<file path="config.mk">
export PLATFORM = sky130hd
export DESIGN_NAME = aes_round_control_unit
export DESIGN_NICKNAME = d
export VERILOG_FILES = /design/src/rtl/aes_round_control_unit.sv
export SDC_FILE = /design/constraint.sdc
export NUM_CORES = 1
export LEC_CHECK = 0
export CORE_MARGIN = 3
export CORE_UTILIZATION = 30
export CTS_CLUSTER_DIAMETER = 150
export DETAILED_ROUTE_END_ITERATION = 10
export DONT_BUFFER_PORTS = 1
export PLACE_DENSITY = 0.43
export SYNTH_ARGS = -nofsm -noshare
export SYNTH_HDL_FRONTEND = slang
export SYNTH_SLANG_ARGS = --single-unit
</file>
<file path="constraint.sdc">
create_clock -name clk -period 3.5 [get_ports clk]
set_input_delay 0.7 -clock clk [delete_from_list [all_inputs] [get_ports clk]]
set_output_delay 0.7 -clock clk [all_outputs]
set_load 0.005 [all_outputs]
</file>
<file path="src/rtl/aes_round_control_unit.sv">
// Round sequencer for the AES datapath: ready/valid start, key-length-aware round count,
// multi-cycle round slots, and a result-valid hold until downstream accepts.
module aes_round_control_unit #(
    parameter int DP_LAT = 1,
    parameter int RND_W  = 4
) (
    input  logic             clk,
    input  logic             rst,
    input  logic             i_en,
    input  logic [1:0]       i_key_len,
    input  logic             i_abort,
    input  logic             i_out_ready,
    output logic             o_ready,
    output logic             o_busy,
    output logic             o_dp_en,
    output logic             o_init,
    output logic             o_last,
    output logic [RND_W-1:0] o_round,
    output logic             o_valid
);

    typedef enum logic [2:0] {
        S_IDLE,
        S_INIT,
        S_ROUND,
        S_FINAL,
        S_DONE
    } state_t;

    localparam logic [1:0] SLOT_LAST = 2'(DP_LAT - 1);

    state_t           state_q, state_d;
    logic [1:0]       slot_q, slot_d;
    logic [RND_W-1:0] round_q, round_d;
    logic [RND_W-1:0] nr_q, nr_d;
    logic             slot_end;

    // Reserved key length falls back to AES-128.
    function automatic logic [RND_W-1:0] rounds_for(input logic [1:0] key_len);
        case (key_len)
            2'b01:   return RND_W'(12);
            2'b10:   return RND_W'(14);
            default: return RND_W'(10);
        endcase
    endfunction

    assign slot_end = (slot_q == SLOT_LAST);

    always_ff @(posedge clk) begin
        if (rst) begin
            state_q <= S_IDLE;
            slot_q  <= 2'd0;
            round_q <= '0;
            nr_q    <= RND_W'(10);
        end else begin
            state_q <= state_d;
            slot_q  <= slot_d;
            round_q <= round_d;
            nr_q    <= nr_d;
        end
    end

    always_comb begin
        state_d = state_q;
        slot_d  = slot_q;
        round_d = round_q;
        nr_d    = nr_q;
        case (state_q)
            S_IDLE: begin
                if (i_en && !i_abort) begin
                    nr_d    = rounds_for(i_key_len);
                    round_d = '0;
                    slot_d  = 2'd0;
                    state_d = S_INIT;
                end
            end
            S_INIT: begin
                if (slot_end) begin
                    slot_d  = 2'd0;
                    round_d = RND_W'(1);
                    state_d = S_ROUND;
                end else begin
                    slot_d = slot_q + 2'd1;
                end
            end
            S_ROUND: begin
                if (slot_end) begin
                    slot_d  = 2'd0;
                    round_d = round_q + RND_W'(1);
                    if (round_q == nr_q - RND_W'(1)) begin
                        state_d = S_FINAL;
                    end
                end else begin
                    slot_d = slot_q + 2'd1;
                end
            end
            S_FINAL: begin
                if (slot_end) begin
                    slot_d  = 2'd0;
                    state_d = S_DONE;
                end else begin
                    slot_d = slot_q + 2'd1;
                end
            end
            S_DONE: begin
                if (i_out_ready) begin
                    round_d = '0;
                    state_d = S_IDLE;
                end
            end
            default: begin
                state_d = S_IDLE;
                slot_d  = 2'd0;
                round_d = '0;
            end
        endcase
        // Abort wins over every other transition, including a DONE handshake.
        if (i_abort && state_q != S_IDLE) begin
            state_d = S_IDLE;
            slot_d  = 2'd0;
            round_d = '0;
        end
    end

    assign o_ready = (state_q == S_IDLE);
    assign o_busy  = (state_q != S_IDLE);
    assign o_dp_en = slot_end &&
                     (state_q == S_INIT || state_q == S_ROUND || state_q == S_FINAL);
    assign o_init  = (state_q == S_INIT);
    assign o_last  = (state_q == S_FINAL);
    assign o_round = round_q;
    assign o_valid = (state_q == S_DONE);

endmodule

</file>
---- Word level (Yosys, flattened, before mapping) ----
Index checks and enable logic that the tools add are counted.
operators by class
  add/sub/neg operators ................... 3
  eq/ne operators ......................... 13
  multiplexer cells ....................... 16
  bitwise logic cells ..................... 2
  reductions and logical operators ........ 15
operator list
  cell                   number
  $pmux W4 S5            1
  $mux W3                6
  $mux W4                4
  $pmux W3 S5            1
  $eq A3 B2 Y1 const B   2
  $ne A2 B1 Y1 const B   3
  $ne A2 B2 Y1 const B   3
  $pmux W2 S3            1
  $pmux W3 S2            1
  $reduce_and A6 Y1      1
  $reduce_and A5 Y1      1
  $add A4 B1 Y4 const B  1
  $eq A4 B4 Y1           1
  $mux W2                2
  $reduce_and A2 Y1      2
  $sub A4 B1 Y4 const B  1
  $eq A3 B1 Y1 const B   1
  $eq A3 B3 Y1 const B   1
  $logic_and A1 B1 Y1    3
  $logic_not A3 Y1       1
  $reduce_bool A3 Y1     1
  $reduce_or A3 Y1       1
  $add A2 B1 Y2 const B  1
  $eq A2 B1 Y1 const B   1
  6 further kinds        8
word-level totals
  register bits ........................... 13
  input port bits ......................... 7
  output and inout port bits .............. 10
  logic and storage cells ................. 53

---- Longest topological paths before layout ----
Gate-level depths: netlist of the first run.
  depth in word-level cells ............... 5
  depth in mapped cells ................... 6
  mapped depth without buffers ............ 6

---- Least setup slack after synthesis of the first run ----
No wires, ideal clock.
  kind .................................... reg2out
  from .................................... register state_q[0]
  to ...................................... output port o_ready
  arrival time ............................ 0.872 ns
  data required time ...................... 2.800 ns
  setup slack ............................. 1.928 ns
  cell stages (with the launch flop) ...... 4
  cells stage by stage .................... dfxtp_1 -> buf_6 -> or3_4 -> inv_1
on the way
  cells in the longest elaborated chain, start to end .. 1
RTL lines
  item                      RTL line  source
  start: declaration        32        state_t state_q, state_d;
  start signal: assignment  56        state_q <= state_d;
  $logic_not A3 Y1          125       assign o_ready = (state_q == S_IDLE);
  end: declaration          13        output logic o_ready,
Every way passes these cells.

---- Final worst setup path of the first run ----
  from .................................... register state_q[2]
  to ...................................... output port o_ready
The elaborated chain is that of the path after synthesis.

==> metrics.log, run 1 <==
[metrics] result of the run: complete, no violations
[metrics] unrepaired setup endpoints after global routing: no
[metrics] max-capacitance violation count: 0
[metrics] Slew HR: 62.4%
[metrics] final cycle utilization of the critical path: 56.2%
[metrics] Post-Route Skew: 0.00278 ns
[metrics] H-tree lvl count: 1
[metrics] startpoint type of the worst setup path: flip-flop
[metrics] post-cts sizing count: 0
[metrics] count of buffers inserted at the top-level ports: 0
[metrics] IO Pins: 17
[metrics] slew at the pin with the worst max-slew slack: 0.561 ns
[metrics] leakage power total: 0.301 nW
[metrics] net count after synthesis: 97
[metrics] via count normalized by instance count: 5.26
[metrics] count of yosys warnings during synthesis: 0
[metrics] number of standard cells in the final layout excluding fillers: 113
[metrics] Clock Path Buffers: 2
[metrics] number of DRC markers after the initial detailed-route iteration: 13
[metrics] minimum hold slack: 0.497 ns
[metrics] Post-CTS Hold Buffers: 0
[metrics] synthesized instance count: 85
[metrics] worst endpoint data arrival time: 1.27 ns
[metrics] fraction of final layout cells sized beyond drive strength 1: 14.1%
[metrics] number of core rows: 17
[metrics] Layout area overhead: 4.54%
[metrics] number of filler instances in the final layout: 232
[metrics] class of the worst hold path: input port to flip-flop
[metrics] Sum Neg Setup Slack: 0 ns
[metrics] mean cell area of the mapped netlist: 8.76 sq um
[metrics] number of placed cells counting well taps: 109
[metrics] cell at the root of the clock tree: clkbuf_4
[metrics] number of clock buffers inserted by TritonCTS: 3
[metrics] clock latency at the later pin of the worst-skew pair: 0.26 ns
[metrics] vias in the first global route: 550
[metrics] initial core utilization: 32.7%
[metrics] die span in y: 55.8 um
[metrics] overall global routing resource usage: 10.6%
[metrics] CTS tree: done
[metrics] Pre-Repair DR Iteration Count: 4
[metrics] total area of sequential cells: 220 sq um
[metrics] Final Wtd Congestion: 0.812
[metrics] initial antenna violation count: 0
[metrics] top area cells in the synthesized netlist: dfxtp_1 (30%), ha_1 (8.4%), nor3b_2 (5.0%)
[metrics] wire length of the first global-routing pass: 2690 um
[metrics] proportion of synthesized chip area in sequential cells: 29.6%
[metrics] minimum period implied by the final worst setup slack: 1.97 ns
[metrics] register bit total from synthesis: 11
[metrics] half-perimeter wire length after placement: 1240 um
[metrics] Total Routed Length: 1580 um
[metrics] number of setup violations in the final report: 0
[metrics] most used cells in the layout excluding fill and tap cells: dfxtp_1 (11), nor2_1 (8), inv_1 (7), a21oi_1 (6), ha_1 (5)
[metrics] clock-pin slew on the worst setup and hold paths: 0.07 ns
[metrics] Net count, final: 98
[metrics] category of the most critical setup path: flip-flop to output port
[metrics] maximum number of pins on one net before global-route repair: 14
[metrics] top fanout value on the critical path: 13
[metrics] Slew Limit Fails: 0
[metrics] endpoint type of the worst setup path: output port
[metrics] Power per Cell Area: 704 nW/um^2
[metrics] Post-Synthesis Cell Area: 744 sq um
[metrics] placeable core region: 2280 sq um
[metrics] number of failing hold endpoints at the final stage: 0
[metrics] total via count after detailed routing: 594
[metrics] Antenna Nets Post-Route: 0
[metrics] die area: 3120 sq um
[metrics] post-CTS setup-driven buffer insertion count: 0
[metrics] leading area contributor after synthesis: dfxtp_1
[metrics] area fraction of the dominant cell type after synthesis: 29.6%
[metrics] maximum vdd drop: 0.251 mV
[metrics] Max Clk Rate: 0.508 GHz
[metrics] distinct cell type count of the synthesized netlist: 34
[metrics] most common cell after layout, fill and taps aside: dfxtp_1
[metrics] Worst EP required: 2.80 ns
[metrics] post-DR wirelength/cell: 14.0 um
[metrics] multi-input logic area: 470 sq um
[metrics] width of the die: 55.8 um
[metrics] number of antenna cells inserted: 0
[metrics] Sinks on Clock Net: 11
[metrics] Overflow after GRT: 0
[metrics] DRC violations left: 0
[per-stage QoR]
stage          worst slack, ns  instance area (sq um)  util, %  power, mW
3_5_place_dp              1.81                    752     33.0      0.466
2_1_floorplan             1.93                    744        -      0.433
3_3_place_gp              1.79                    752     33.0      0.471
6_report                  1.53                    778     34.2      0.548
5_1_grt                   1.42                    778     34.2      0.603
4_1_cts                   1.51                    778     34.2      0.555
[logic make-up after synthesis]
kind of cell / Yosys count / synth area share [%]
compound gates: 18 / 17.8
xor+xnor: 3 / 3.53
fa+ha+maj: 5 / 8.40
buf+inv: 11 / 7.23
flops: 11 / 29.6
mux: 2 / 2.69
simple gates: 35 / 30.8
[worst paths after layout]
kind,startpoint,endpoint,slack [ns],depth (start not counted)
worst max-delay path,state_q[2],o_ready,1.53,2
worst min-delay path,rst,nr_q[2],0.50,1
worst max register to register,nr_q[1],state_q[2],1.82,6
worst min register to register,nr_q[2],nr_q[2],0.50,2
[critical path: stages (launching register included)]
cell,delay (ns)
dfxtp_1,0.45
or3_4,0.48
inv_1,0.08
[power breakdown]
part	switching [mW]	internal [mW]	total, mW
logic	0.158	0.116	0.274
registers	0.0417	0.147	0.189
clock network	0.0413	0.0440	0.0853
[sequential cells by signal, indices dropped and copies added, names as in the netlist]
| signal | cells |
|---|---|
| state_q | 3 |
| o_round | 4 |
| nr_q | 2 |
| slot_q | 2 |
[layer usage]
metal | global-route usage, % | vias to the layer above | part of all wire, % | wire [um]
met3 | 3.71 | 2 | 6.5 | 103
li1 | - | 306 | - | -
met4 | 5.08 | 0 | 1.1 | 17
met1 | 14.6 | 274 | 48 | 763
met2 | 14.5 | 12 | 44 | 695
met5 | 0 | - | 0 | 0
[cells in the mapped netlist]
cell type,n
a211o_1,1
o32a_1,1
xnor2_1,3
o41ai_1,1
a21oi_1,6
nand2_1,4
ha_1,5
clkbuf_1,1
and2_1,2
nor3b_1,1
nor3b_2,3
a211oi_1,1
o32ai_1,1
buf_4,1
and3_1,1
nor3b_4,1
a22oi_1,2
and3b_2,1
a31o_2,2
nor2_1,8
o21ba_2,1
o31a_1,1
inv_1,7
nor3_1,3
or3_4,1
nand3b_1,2
buf_6,1
mux2i_1,2
buf_2,1
nand3_1,4
nand4b_1,2
dfxtp_1,11
o21bai_1,1
or2_1,2
[area by class of cell]
cell class | instances | share of cell area (%)
tap | 28 | 4.50
sequential | 11 | 28.3
clock buffer | 4 | 3.38
multi-input combinational | 63 | 60.5
inverter | 7 | 3.38
No activity file was read; power rests on OpenSTA's default activity.
==> run 2: changes to the inputs <==
Settings changed: PLACE_DENSITY 0.43 to 0.44.
Clock period 3.5 ns to 1.75 ns, I/O delays scaled along.
==> run 2 against run 1 <==
Register-to-register slack worse by 1.7 ns. Sequential cell count stayed put. Cell area is 1.9% higher. Sequential power is 100% higher. Worst setup slack worse by 1.4 ns. Cell count is 1.8% higher. Clock power is 110% higher. Clock skew hardly changed. Via count is 1.0% higher. Critical endpoint is now o_dp_en.
==> metrics.log, run 2 (synthesis gave the netlist of run 1 again) <==
[metrics] final cycle utilization of the critical path: 92.7%
[metrics] number of clock buffers inserted by TritonCTS: 3 (unchanged)
[metrics] Post-Route Skew: 0.00315 ns (+0.000372 ns)
[metrics] number of core rows: 17 (unchanged)
[metrics] Logic pwr share: 50.5% (+0.6 points)
[metrics] post-cts sizing count: 0 (unchanged)
[metrics] Clock Path Buffers: 2 (unchanged)
[metrics] number of filler instances in the final layout: 237 (+2.2%)
[metrics] H-tree lvl count: 1 (unchanged)
[metrics] worst endpoint data arrival time: 1.27 ns (about the same)
[metrics] most common cell after layout, fill and taps aside: dfxtp_1
[metrics] post-CTS setup-driven buffer insertion count: 0 (unchanged)
[metrics] maximum number of pins on one net before global-route repair: 11 (-3)
[metrics] die area: 3120 sq um (unchanged)
[metrics] count of buffers inserted at the top-level ports: 0 (unchanged)
[metrics] total via count after detailed routing: 600 (+1.0%)
[metrics] DRC violations left: 0 (unchanged)
[metrics] Antenna Nets Post-Route: 0 (unchanged)
[metrics] worst r2r src: nr_q[1]
[metrics] category of the most critical setup path: flip-flop to output port
[metrics] final setup slack of the worst path: 0.128 ns (-1.40 ns)
[metrics] Overflow after GRT: 0 (unchanged)
[metrics] most used cells in the layout excluding fill and tap cells: dfxtp_1 (11), nor2_1 (8), inv_1 (7), a21oi_1 (6), ha_1 (5)
[metrics] fraction of final layout cells sized beyond drive strength 1: 16.1% (+2.0 points)
[metrics] worst setup timing slack at the placement stage: 0.154 ns (-1.66 ns)
[metrics] Power per Cell Area: 1410 nW/um^2 (+100%)
[metrics] Slew Limit Fails: 0 (unchanged)
[metrics] half-perimeter wire length after placement: 1180 um (-4.7%)
[metrics] leakage power total: 0.312 nW (+3.6%)
[metrics] Int Pwr: 629 uW (+100%)
[metrics] net switching fraction of the power: 43.7% (-0.23 points)
[metrics] result of the run: complete, no violations
[metrics] Flop pwr share: 33.9% (-0.6 points)
[metrics] vias in the first global route: 558 (+1.5%)
[metrics] clock-pin slew on the worst setup and hold paths: 0.07 ns (about the same)
[metrics] launch point of the worst path: state_q[0]
[metrics] number of flip-flops under the largest register name: 4 (unchanged)
[metrics] Total Routed Length: 1550 um (-1.6%)
[metrics] hold wc startpoint: rst
[metrics] initial core utilization: 32.7% (unchanged)
[metrics] minimum period implied by the final worst setup slack: 1.62 ns
[metrics] Slew HR: 69.2% (+6.8 points)
[metrics] NetSw: 489 uW (+100%)
[metrics] clock latency at the later pin of the worst-skew pair: 0.27 ns (about the same)
[metrics] Layout area overhead: 6.55%
[metrics] die span in y: 55.8 um (unchanged)
[metrics] post-DR wirelength/cell: 13.5 um (-3.3%)
[metrics] Final Wtd Congestion: 0.714 (-12%)
[metrics] max-capacitance violation count: 0 (unchanged)
[metrics] Pre-Repair DR Iteration Count: 4 (unchanged)
[metrics] width of the die: 55.8 um (unchanged)
[metrics] overall global routing resource usage: 10.7% (+0.12 points)
[metrics] unrepaired setup endpoints after global routing: no
[metrics] clock power share: 15.6% (about the same)
[metrics] Worst EP required: 1.40 ns (-1.40 ns)
[metrics] number of DRC markers after the initial detailed-route iteration: 11 (-2)
[metrics] number of setup violations in the final report: 0 (unchanged)
[metrics] wire length of the first global-routing pass: 2660 um (-1.0%)
[metrics] Sinks on Clock Net: 11 (unchanged)
[metrics] startpoint type of the worst setup path: flip-flop
[metrics] Max Clk Rate: 0.617 GHz
[metrics] IO Pins: 17 (unchanged)
[metrics] CTS tree: done
[metrics] initial antenna violation count: 0 (unchanged)
[metrics] placeable core region: 2280 sq um (unchanged)
[metrics] via count normalized by instance count: 5.22 (-0.75%)
[metrics] maximum vdd drop: 0.472 mV (+88%)
[metrics] endpoint type of the worst setup path: output port
[metrics] number of failing hold endpoints at the final stage: 0 (unchanged)
[metrics] class of the worst hold path: input port to flip-flop
[metrics] number of antenna cells inserted: 0 (unchanged)
[metrics] register-to-register setup slack: 0.17 ns (-1.65 ns)
[metrics] Sum Neg Setup Slack: 0 ns (unchanged)
[metrics] Post-CTS Hold Buffers: 0 (unchanged)
[metrics] slew at the pin with the worst max-slew slack: 0.461 ns (-0.100 ns)
[metrics] cell at the root of the clock tree: clkbuf_4
[metrics] top fanout value on the critical path: 10 (-3)
[metrics] Net count, final: 100 (+2.0%)
==> run 2: cell types whose count changed in the layout (fill, tap and decap cells not counted) <==
cell / before / now
buf_4: 0 / 2
==> run 2: final cells by class <==
type                    count  area (sq um)  area share, %
clock buffers               4          26.3           3.31
well taps                  28          35.0           4.42
repair buffers              2          15.0           1.89
flip-flops and latches     11           220           27.8
multi-input cells          63           470           59.3
inverters                   7          26.3           3.31
==> run 2: power groups by stage <==
stage / sequential [mW] / combinational (mW) / clock [mW]
detailed placement: 0.386 / 0.571 / 0
floorplan: 0.324 / 0.542 / 0
finish: 0.378 / 0.564 / 0.175
CTS: 0.378 / 0.574 / 0.185
global placement: 0.387 / 0.573 / 0
global route: 0.391 / 0.643 / 0.194
==> run 2: metal layers <==
layer / part of all wire (%) / up-vias / GRT usage [%]
met5: 0 / - / 0
met4: 0.77 / 0 / 2.03
met3: 8.8 / 2 / 6.96
met1: 49 / 274 / 14.3
met2: 41 / 16 / 14.5
li1: - / 308 / -
==> run 2: per-stage QoR <==
step	total power, mW	util (%)	hold slack, ns	instance area, sq um	instances
3_5_place_dp	0.957	33.7	0.434	767	111
2_1_floorplan	0.866	-	0.423	744	85
4_1_cts	1.14	34.9	0.147	793	115
3_3_place_gp	0.960	33.7	0.431	767	111
5_1_grt	1.23	34.9	0.139	793	115
6_report	1.12	34.9	0.150	793	115
==> run 2: critical path, cell delays in order (launching register included) <==
cell and delay (ns):
dfxtp_1 0.51, nor2_1 0.14, nor2_1 0.18, and2_1 0.18
==> run 2: path summary, 6_finish.rpt <==
kind,end,cells after the start
worst max-delay path,o_dp_en,3
worst min-delay path,nr_q[2],1
worst max register to register,state_q[2],6
worst min register to register,nr_q[2],2
